[src/rtl/game_pkg.sv]
// Shared game constants: status encoding, BCD engine states, nibble width.
// Used by the score path and its BCD conversion engine.
package game_pkg;

   localparam logic [1:0] GS_RESTART = 2'b00;
   localparam logic [1:0] GS_PLAY    = 2'b01;
   localparam logic [1:0] GS_PAUSE   = 2'b10;
   localparam logic [1:0] GS_OVER    = 2'b11;

   localparam int BCD_NIBBLE_W = 4;

   typedef enum logic [1:0] {
      ENG_IDLE  = 2'b00,
      ENG_SHIFT = 2'b01,
      ENG_DONE  = 2'b10
   } eng_state_t;

endpackage

[src/rtl/bin2bcd_seq.sv]
// Sequential shift-add-3 binary to BCD engine, one bit per cycle.
// start is accepted in IDLE only; done is high for the DONE cycle.
module bin2bcd_seq
   import game_pkg::*;
#(
   parameter int W      = 8,
   parameter int DIGITS = 3
) (
   input  logic                         clk,
   input  logic                         rst_n,
   input  logic                         start,
   input  logic [W-1:0]                 bin_in,
   output logic                         busy,
   output logic                         idle,
   output logic                         done,
   output logic [W-1:0]                 conv_bin,
   output logic [BCD_NIBBLE_W*DIGITS-1:0] acc,
   output logic [BCD_NIBBLE_W*DIGITS-1:0] bcd_data
);

   localparam int AW = BCD_NIBBLE_W * DIGITS;
   localparam int CW = $clog2(W) + 1;

   eng_state_t       state;
   logic [W-1:0]     sh;
   logic [CW-1:0]    cnt;
   logic [AW-1:0]    acc_adj;
   logic [AW+W-1:0]  cat;

   assign busy = (state != ENG_IDLE);
   assign idle = (state == ENG_IDLE);
   assign done = (state == ENG_DONE);

   // Add-3 correction of every nibble >= 5 ahead of the shift
   always_comb begin
      acc_adj = acc;
      for (int i = 0; i < DIGITS; i++) begin
         if (acc[i*BCD_NIBBLE_W +: BCD_NIBBLE_W] >= 4'd5)
            acc_adj[i*BCD_NIBBLE_W +: BCD_NIBBLE_W] =
               acc[i*BCD_NIBBLE_W +: BCD_NIBBLE_W] + 4'd3;
      end
      cat = {acc_adj, sh} << 1;
   end

   // Engine FSM: load, W shift steps, publish result
   always_ff @(posedge clk or negedge rst_n) begin
      if (!rst_n) begin
         state    <= ENG_IDLE;
         sh       <= '0;
         cnt      <= '0;
         acc      <= '0;
         conv_bin <= '0;
         bcd_data <= '0;
      end else begin
         unique case (state)
            ENG_IDLE: begin
               if (start) begin
                  sh       <= bin_in;
                  conv_bin <= bin_in;
                  acc      <= '0;
                  cnt      <= '0;
                  state    <= ENG_SHIFT;
               end
            end
            ENG_SHIFT: begin
               acc <= cat[AW+W-1:W];
               sh  <= cat[W-1:0];
               cnt <= cnt + CW'(1);
               if (cnt == CW'(W - 1))
                  state <= ENG_DONE;
            end
            ENG_DONE: begin
               bcd_data <= acc;
               state    <= ENG_IDLE;
            end
            default: state <= ENG_IDLE;
         endcase
      end
   end

endmodule

[src/rtl/score_bcd_sched.sv]
// Score keeper with saturation and coalescing BCD reconversion scheduler.
// Optional high-score tracking enabled by defining SCORE_HISCORE_EN.
module score_bcd_sched
   import game_pkg::*;
#(
   parameter int SCORE_W   = 8,
   parameter int SCORE_MAX = 100,
   parameter int DIGITS    = 3
) (
   input  logic                  clk,
   input  logic                  rst_n,
   input  logic [1:0]            game_status,
   input  logic                  add_cube,
   output logic [SCORE_W-1:0]    score_bin,
   output logic [4*DIGITS-1:0]   bcd_data,
   output logic                  bcd_valid,
   output logic                  busy,
   output logic [4*DIGITS-1:0]   hi_bcd
);

   localparam int BW = BCD_NIBBLE_W * DIGITS;

   logic               dirty;
   logic               start;
   logic               can_add;
   logic               eng_idle;
   logic               eng_done;
   logic [SCORE_W-1:0] conv_bin;
   logic [BW-1:0]      bcd_acc;

   assign can_add   = (game_status == GS_PLAY) && add_cube &&
                      (score_bin < SCORE_W'(SCORE_MAX));
   assign start     = eng_idle && dirty;
   assign bcd_valid = eng_idle && !dirty;

   // Score register; any change re-arms dirty even if a load happens now
   always_ff @(posedge clk or negedge rst_n) begin
      if (!rst_n) begin
         score_bin <= '0;
         dirty     <= 1'b0;
      end else if (game_status == GS_RESTART) begin
         score_bin <= '0;
         dirty     <= 1'b1;
      end else if (can_add) begin
         score_bin <= score_bin + SCORE_W'(1);
         dirty     <= 1'b1;
      end else if (start) begin
         dirty     <= 1'b0;
      end
   end

   bin2bcd_seq #(
      .W      (SCORE_W),
      .DIGITS (DIGITS)
   ) u_eng (
      .clk      (clk),
      .rst_n    (rst_n),
      .start    (start),
      .bin_in   (score_bin),
      .busy     (busy),
      .idle     (eng_idle),
      .done     (eng_done),
      .conv_bin (conv_bin),
      .acc      (bcd_acc),
      .bcd_data (bcd_data)
   );

`ifdef SCORE_HISCORE_EN
   logic [SCORE_W-1:0] hi_bin;

   // Capture a new high score when a conversion completes above it
   always_ff @(posedge clk or negedge rst_n) begin
      if (!rst_n) begin
         hi_bin <= '0;
         hi_bcd <= '0;
      end else if (eng_done && (conv_bin > hi_bin)) begin
         hi_bin <= conv_bin;
         hi_bcd <= bcd_acc;
      end
   end
`else
   logic unused_hs;
   assign unused_hs = ^{eng_done, conv_bin, bcd_acc};
   assign hi_bcd    = '0;
`endif

endmodule

[config.mk]
export PLATFORM = sky130hd
export DESIGN_NAME = score_bcd_sched
export DESIGN_NICKNAME = d
export VERILOG_FILES = /design/src/rtl/game_pkg.sv /design/src/rtl/bin2bcd_seq.sv /design/src/rtl/score_bcd_sched.sv
export SDC_FILE = /design/constraint.sdc
export NUM_CORES = 1
export LEC_CHECK = 0
export ABC_AREA = 1
export CAP_MARGIN = 20
export CORE_MARGIN = 1
export CORE_UTILIZATION = 54
export CTS_BUF_LIST = sky130_fd_sc_hd__clkbuf_4 sky130_fd_sc_hd__clkbuf_8 sky130_fd_sc_hd__clkbuf_16
export DETAILED_ROUTE_END_ITERATION = 8
export GPL_TIMING_DRIVEN = 0
export HOLD_SLACK_MARGIN = 0.08
export PLACE_DENSITY = 0.92
export SYNTH_ARGS = -nofsm -noshare
export SYNTH_HDL_FRONTEND = slang
export SYNTH_SLANG_ARGS = --single-unit
export TNS_END_PERCENT = 10
[constraint.sdc]
create_clock -name clk -period 1.7 [get_ports clk]
set_input_delay 0.255 -clock clk [delete_from_list [all_inputs] [get_ports clk]]
set_output_delay 0.255 -clock clk [all_outputs]
set_load 0.02 [all_outputs]
==> results of run 1 <==
[Yosys cell counts, types with 2 or more instances]
master / number
inv_1: 34
o21ai_2: 8
dfrtp_1: 47
buf_4: 13
nand3_1: 15
ha_1: 8
xor2_1: 5
buf_2: 4
o211ai_1: 2
o22ai_1: 2
a21oi_2: 2
nor2_1: 18
inv_2: 3
nand2_1: 74
o211ai_2: 5
buf_6: 3
o22ai_2: 4
nand2_2: 2
o21ai_0: 21
a21oi_1: 3
o21ai_1: 5
[layout by cell type, fill, tap and decap left out, drive strengths merged]
cell and instances:
dlygate4sd2 1, nor2 20, inv 38, nand4 1, clkinvlp 1, dfrtp 47, clkbuf 8, o211ai 7
xor2 5, clkdlybuf4s50 22, buf 23, nand3 15, nand2 77, o22ai 6, conb 12, ha 8
nor3 1, dlymetal6s2s 1, o21bai 1, dlygate4sd3 1, o21ai 34, a21oi 5, a22o 1
[repair_timing]
action                     4_1_cts  5_1_grt
setup endpoints to repair        2        2
gates cloned                     0        0
hold buffers                     1        0
hold endpoints to repair        17        0
resized for setup                2        3
setup buffers                    0        0
[logic make-up (layout without fill, tap and decap cells)]
logic type | Yosys count | count (layout) | synth area share (%)
compound gates | 54 | 54 | 15.96
xor+xnor | 5 | 5 | 1.746
fa+ha+maj | 8 | 8 | 3.990
buf+inv | 59 | 95 | 12.42
flops | 47 | 47 | 46.88
other cells | 1 | 12 | 0.1495
simple gates | 114 | 114 | 18.85
[sequential cells by signal, summed over array words and instances, names as in the netlist]
signal	flops
u_eng.acc	12
u_eng.bcd_data	12
score_bin	8
u_eng.sh	8
u_eng.cnt	4
u_eng.state	2
dirty	1
[worst paths after layout]
| path | start | end | slack [ns] | depth (start not counted) |
|---|---|---|---|---|
| min in group clk | u_eng.bcd_data[10]$_DFFE_PN0N_ | u_eng.bcd_data[10]$_DFFE_PN0N_ | 0.49 | 2 |
| worst max-delay path | score_bin[1]$_DFFE_PN0P_ | score_bin[1] | 0.05 | 1 |
| worst min register to register | u_eng.bcd_data[10]$_DFFE_PN0N_ | u_eng.bcd_data[10]$_DFFE_PN0N_ | 0.49 | 2 |
| max in group asynchronous | rst_n | u_eng.sh[5]$_DFFE_PN0P_ | 0.78 | 3 |
| worst min-delay path | rst_n | u_eng.acc[11]$_DFFE_PN0P_ | 0.42 | 2 |
| worst max register to register | u_eng.acc[0]$_DFFE_PN0P_ | u_eng.acc[1]$_DFFE_PN0P_ | 0.27 | 9 |
[stage by stage]
step / util [%] / hold slack, ns / area [um2]
finish: 67.97 / 0.4161 / 3000
global route: 67.97 / 0.4621 / 3000
CTS: 68.00 / 0.4241 / 3002
detailed placement: 65.48 / 0.2112 / 2890
global placement: 65.14 / 0.4651 / 2875
floorplan: - / -0.04059 / 2550
[report_power, final]
group          switching, mW  total [mW]  internal [mW]  leakage (nW)
clock network          0.363       0.733          0.370        0.0505
registers              0.307        1.87           1.57         0.591
logic                   1.51        2.62           1.11         0.907
[layer usage]
metal	global-route usage, %	up-vias
met1	25.05	947
met5	0	-
li1	-	985
met3	3.752	7
met4	9.333	0
met2	35.79	39
[worst register-to-register path, delay by kind of cell (launching register included)]
family	cells	cell delay [ns]
fa+ha+maj	1	0.19
buf+inv	2	0.21
simple gates	6	0.53
flops	1	0.41
[layout make-up]
type                       count  area share [%]
multi-input combinational    193           35.40
buffer                        21           5.546
sequential                    47           39.20
clock buffer                   7           3.211
timing repair buffer          28           9.383
inverter                      38           4.837
clock inverter                 1          0.2502
tap                           52           2.168
==> metrics.yaml, run 1 <==
run_status:
  status: "finished clean"
sta:
  fin_ws_ns: 0.05273
  skew_ns: 0.01046
  finalSetupViolations: 0
  rsz0062_at_grt: "no"
  min_period_ns: 1.647
  fin_tns_setup_ns: 0
  hold_viol_final: 0
  maxSlewViolCount: 0
  finalCritPeriodShare_pct: 96.90
  fmax_mhz: 607.1
grt:
  grt_pass1_wl_mm: 8.128
  grt_pass1_vias: 1898
  grt_max_degree: 31
  antenna_found_initial: 0
  gr-usage-all-layers_pct: 20.68
  overflow: 0
critical_path:
  critical-path-slowest-cell: "clkdlybuf4s50_1"
  endpoint_kind: "primary output"
  cp.arrival_ns: 1.39
  crit_family: "buffers and inverters"
  worstSetupPathType: "flop to primary output"
  worst_setup_path_start_kind: "flop"
  required_ns: 1.44
  critPathBufInv: 1
  cp_cell_sequence: "clkdlybuf4s50_1"
  slowest_delay_ns: 0.64
  crit_fanout: 5
placement:
  dp_hpwl_mm: 3.485
  place_ws_ns: 0.09467
  place.port_buffers: 26
  place_congestion: 0.8307
  dp.cells: 378
yosys:
  synthDominantCellAreaShare_pct: 46.88
  yosysSeqAreaShare_pct: 46.88
  synthCells: 288
  async_reset_ff_share_pct: 100.0
  avgSynthCellArea_um2: 8.711
  synth_area_um2: 2509
  synth_ff_type: "dfrtp_1"
  synth-edff-count: 0
  synth_seq_cells: 47
  synth_cell_type_count: 31
  yosysWarningCount: 0
  synth_top_area_cell: "dfrtp_1"
  ys_top_cells_by_area: "dfrtp_1 (47%), nand2_1 (11%), inv_1 (5.1%)"
floorplanning:
  die_area_um2: 4922
  io_pins: 39
  core_um2: 4414
  start_util_pct: 56.83
  rows: 24
  die_w_um: 70.16
  dieHeight_um: 70.16
power:
  vdd_drop_max_mv: 0.7452
  p_leak_nw: 1.548
  p_total_mw: 5.226
  powerDensity_nw_per_um2: 1742
route:
  drt-met1-wl_mm: 2.061
  routedWlPerCell_um: 12.22
  drtPass1Iterations: 4
  met3_length_um: 172
  vias_per_cell: 5.111
  drc: 0
  drtIter0Drc: 82
  routed.top_layer: "met4"
  wirelength_mm: 4.730
  postRouteAntennaNets: 0
  wl_met2_mm: 2.421
  num_vias: 1978
cells_and_area:
  syn_to_final_growth_pct: 19.60
  antenna_cells: 0
  layout.nets: 347
  finalNonFillerCells: 387
  multi_input_comb_area_um2: 1062
  drive_gt1_share_pct: 18.21
  fillers: 327
  regArea_um2: 1176
worst_hold_path:
  min_path_type: "primary input to async pin"
clock_tree:
  cts-root-buf: "clkbuf_8"
  clk_latency_ns: 0.30
  ctsHtreeMaxLevel: 2
  cts.clk_slew.worst_paths_ns: 0.09
  cts.sinks: 47
  cts_tree: "yes"
  cts-buffers-inserted: 5
  clk_path_buf_depth: 2
flow_run:
  drv_cap: 0
Note: power is estimated with default switching activity, not from simulation.
==> inputs of run 2 (changes only) <==
--- a/config.mk
+++ b/config.mk
@@ -8,12 +8,12 @@
 export ABC_AREA = 1
 export CAP_MARGIN = 20
 export CORE_MARGIN = 1
-export CORE_UTILIZATION = 54
+export CORE_UTILIZATION = 48
 export CTS_BUF_LIST = sky130_fd_sc_hd__clkbuf_4 sky130_fd_sc_hd__clkbuf_8 sky130_fd_sc_hd__clkbuf_16
 export DETAILED_ROUTE_END_ITERATION = 8
 export GPL_TIMING_DRIVEN = 0
 export HOLD_SLACK_MARGIN = 0.08
-export PLACE_DENSITY = 0.92
+export PLACE_DENSITY_LB_ADDON = 0.3
 export SYNTH_ARGS = -nofsm -noshare
 export SYNTH_HDL_FRONTEND = slang
 export SYNTH_SLANG_ARGS = --single-unit
==> constraint.sdc (replaced) <==
create_clock -name clk -period 1.3 [get_ports clk]
set_input_delay 0.195 -clock clk [delete_from_list [all_inputs] [get_ports clk]]
set_output_delay 0.195 -clock clk [all_outputs]
set_load 0.02 [all_outputs]
==> run 2 against run 1 <==
The flow now finishes with violations (setup timing). Sequential power increased by 30%. Register-to-register slack got worse by 0.28 ns. First-iteration DRC count grew 120%. Sequential share of layout area is 1.7 points lower. Non-clock buffer count up 10. Power is 38% higher. Core utilization is 3.5 points lower. Design area increased by 4.9%. Global-route usage shrank 0.66 points. Clock power grew 47%. Combinational power grew 42%. Largest cell class unchanged. Largest power group unchanged.
==> metrics.yaml, run 2 (synthesis results as in run 1) <==
run_status:
  status: "finished, violations left"
  violations: "setup timing"
grt:
  grt_max_degree: 36
  overflow: 0
  antenna_found_initial: 0
  gr-usage-all-layers_pct: 20.03
  grt_pass1_vias: 1785
  grt_pass1_wl_mm: 8.300
critical_path:
  worstSetupPathType: "flop to primary output"
  path_depth: 4
  crit_end: "bcd_valid"
  worst-r2r-setup-slack_ns: -0.01
  crit_family: "flip-flops"
  reg2reg_depth: 9
  reg2reg_to: "u_eng.acc[2]$_DFFE_PN0P_"
  critPathBufInv: 2
  slowest_delay_ns: 0.41
  r2r_start: "u_eng.acc[1]$_DFFE_PN0P_"
  worst_setup_path_start_kind: "flop"
  required_ns: 1.11
  crit_start: "u_eng.state[1]$_DFFE_PN0P_"
  critical-path-slowest-cell: "dfrtp_1"
  crit_fanout: 3
  endpoint_kind: "primary output"
  cp.arrival_ns: 1.15
  cp_cell_sequence: "nor2_2 > inv_2 > nor2_1 > buf_4"
route:
  wirelength_mm: 5.039
  vias_per_cell: 4.888
  routedWlPerCell_um: 12.23
  postRouteAntennaNets: 0
  drc: 0
  drtIter0Drc: 182
  drtPass1Iterations: 4
  num_vias: 2014
floorplanning:
  dieHeight_um: 74.30
  core_um2: 4880
  start_util_pct: 51.41
  die_area_um2: 5520
  die_w_um: 74.30
  io_pins: 39
  rows: 25
clock_tree:
  cts-buffers-inserted: 5
  cts.sinks: 47
  cts_tree: "yes"
  clk_latency_ns: 0.30
  cts-root-buf: "clkbuf_8"
  ctsHtreeMaxLevel: 2
  cts.clk_slew.worst_paths_ns: 0.08
  clk_path_buf_depth: 2
cells_and_area:
  final_cell_mix: "nand2_1 (72), dfrtp_1 (43), inv_1 (26)"
  antenna_cells: 0
  reg.largest.list: "u_eng.acc x12, u_eng.bcd_data x12"
  syn_to_final_growth_pct: 25.44
  drive_gt1_share_pct: 28.70
  finalNonFillerCells: 412
  layout_commonest_cell: "nand2_1"
  layout.nets: 357
  utilization_pct: 64.49
sta:
  maxSlewViolCount: 0
  min_period_ns: 1.341
  finalCritPeriodShare_pct: 103.1
  hold_viol_final: 0
  skew_ns: 0.01251
  fin_ws_ns: -0.04063
  fin_tns_setup_ns: -0.04751
  finalSetupViolations: 2
  fmax_mhz: 745.9
  rsz0062_at_grt: "yes"
placement:
  dp.cells: 393
  place_congestion: 0.8653
  dp_hpwl_mm: 3.405
  place.port_buffers: 26
power:
  vdd_drop_max_mv: 1.408
  p_leak_nw: 1.632
  p_total_mw: 7.223
  powerDensity_nw_per_um2: 2295
worst_hold_path:
  min_path_type: "primary input to async pin"
flow_run:
  drv_cap: 0
-- run 2: cell count changes in the layout (fill, tap and decap cells not counted), sizes merged --
cell	change
clkdlybuf4s15	+3
clkinv	+2
clkbuf	-1
buf	+12
dlymetal6s2s	-1
clkinvlp	-1
dlygate4sd2	+14
clkdlybuf4s50	-19
bufinv	+1
-- run 2: cell type report --
| class | count | area [um2] |
|---|---|---|
| fill | 430 | 1733 |
| sequential | 47 | 1181 |
| multi-input combinational | 193 | 1130 |
| timing repair buffer | 38 | 324.1 |
| buffer | 21 | 170.2 |
| inverter | 38 | 145.1 |
| tap | 67 | 83.83 |
| clock buffer | 5 | 68.82 |
| clock inverter | 3 | 43.79 |
-- run 2: worst min path at each step --
stage	startpoint	end	slack, ns	cells past startpoint
floorplan	rst_n	dirty$_DFFE_PN0P_	-0.10	0
global placement	u_eng.acc[1]$_DFFE_PN0P_	u_eng.acc[1]$_DFFE_PN0P_	0.46	2
detailed placement	rst_n	u_eng.sh[4]$_DFFE_PN0P_	0.11	1
CTS	rst_n	u_eng.acc[0]$_DFFE_PN0P_	0.32	2
global route	rst_n	u_eng.cnt[0]$_DFFE_PN0P_	0.34	2
finish	rst_n	u_eng.cnt[0]$_DFFE_PN0P_	0.31	2
-- run 2: power by group --
group	switching (mW)	internal, mW	total (mW)	leakage (nW)
clock	0.504	0.573	1.08	0.0581
combinational	2.14	1.56	3.71	0.989
sequential	0.384	2.05	2.44	0.585
total	3.03	4.19	7.22	1.63
-- run 2: metrics by stage --
stage | hold slack, ns | setup WS, ns | area (um2)
2_1_floorplan | -0.1006 | 0.05202 | 2550
3_3_place_gp | 0.4625 | -1.308 | 2894
3_5_place_dp | 0.1055 | -0.2349 | 2909
4_1_cts | 0.3194 | -0.06729 | 3038
5_1_grt | 0.3409 | -0.1131 | 3147
6_report | 0.3096 | -0.04063 | 3147
-- run 2: worst register-to-register path, stage by stage (launching register included) --
cell and delay [ns]:
dfrtp_1 0.40, inv_2 0.12, ha_4 0.15, inv_2 0.05, nor2_4 0.12, nor2_2 0.06, nor2_2 0.12, nand2_1 0.06
nand3_1 0.06, nand2_1 0.05
-- run 2: layer usage --
metal,vias to the layer above,global-route usage (%),share of wire [%]
met5,-,0,0
met2,49,33.74,51
met1,948,25.89,44
met4,0,7.966,1.2
met3,6,3.252,4.6
li1,1011,-,-
-- run 2: timing repair --
action,in CTS,in global routing
resized for setup,41,26
endpoints found under the setup margin,30,46
hold endpoints to repair,12,0
hold buffers,1,0
setup buffers,3,7
pin swaps,2,10
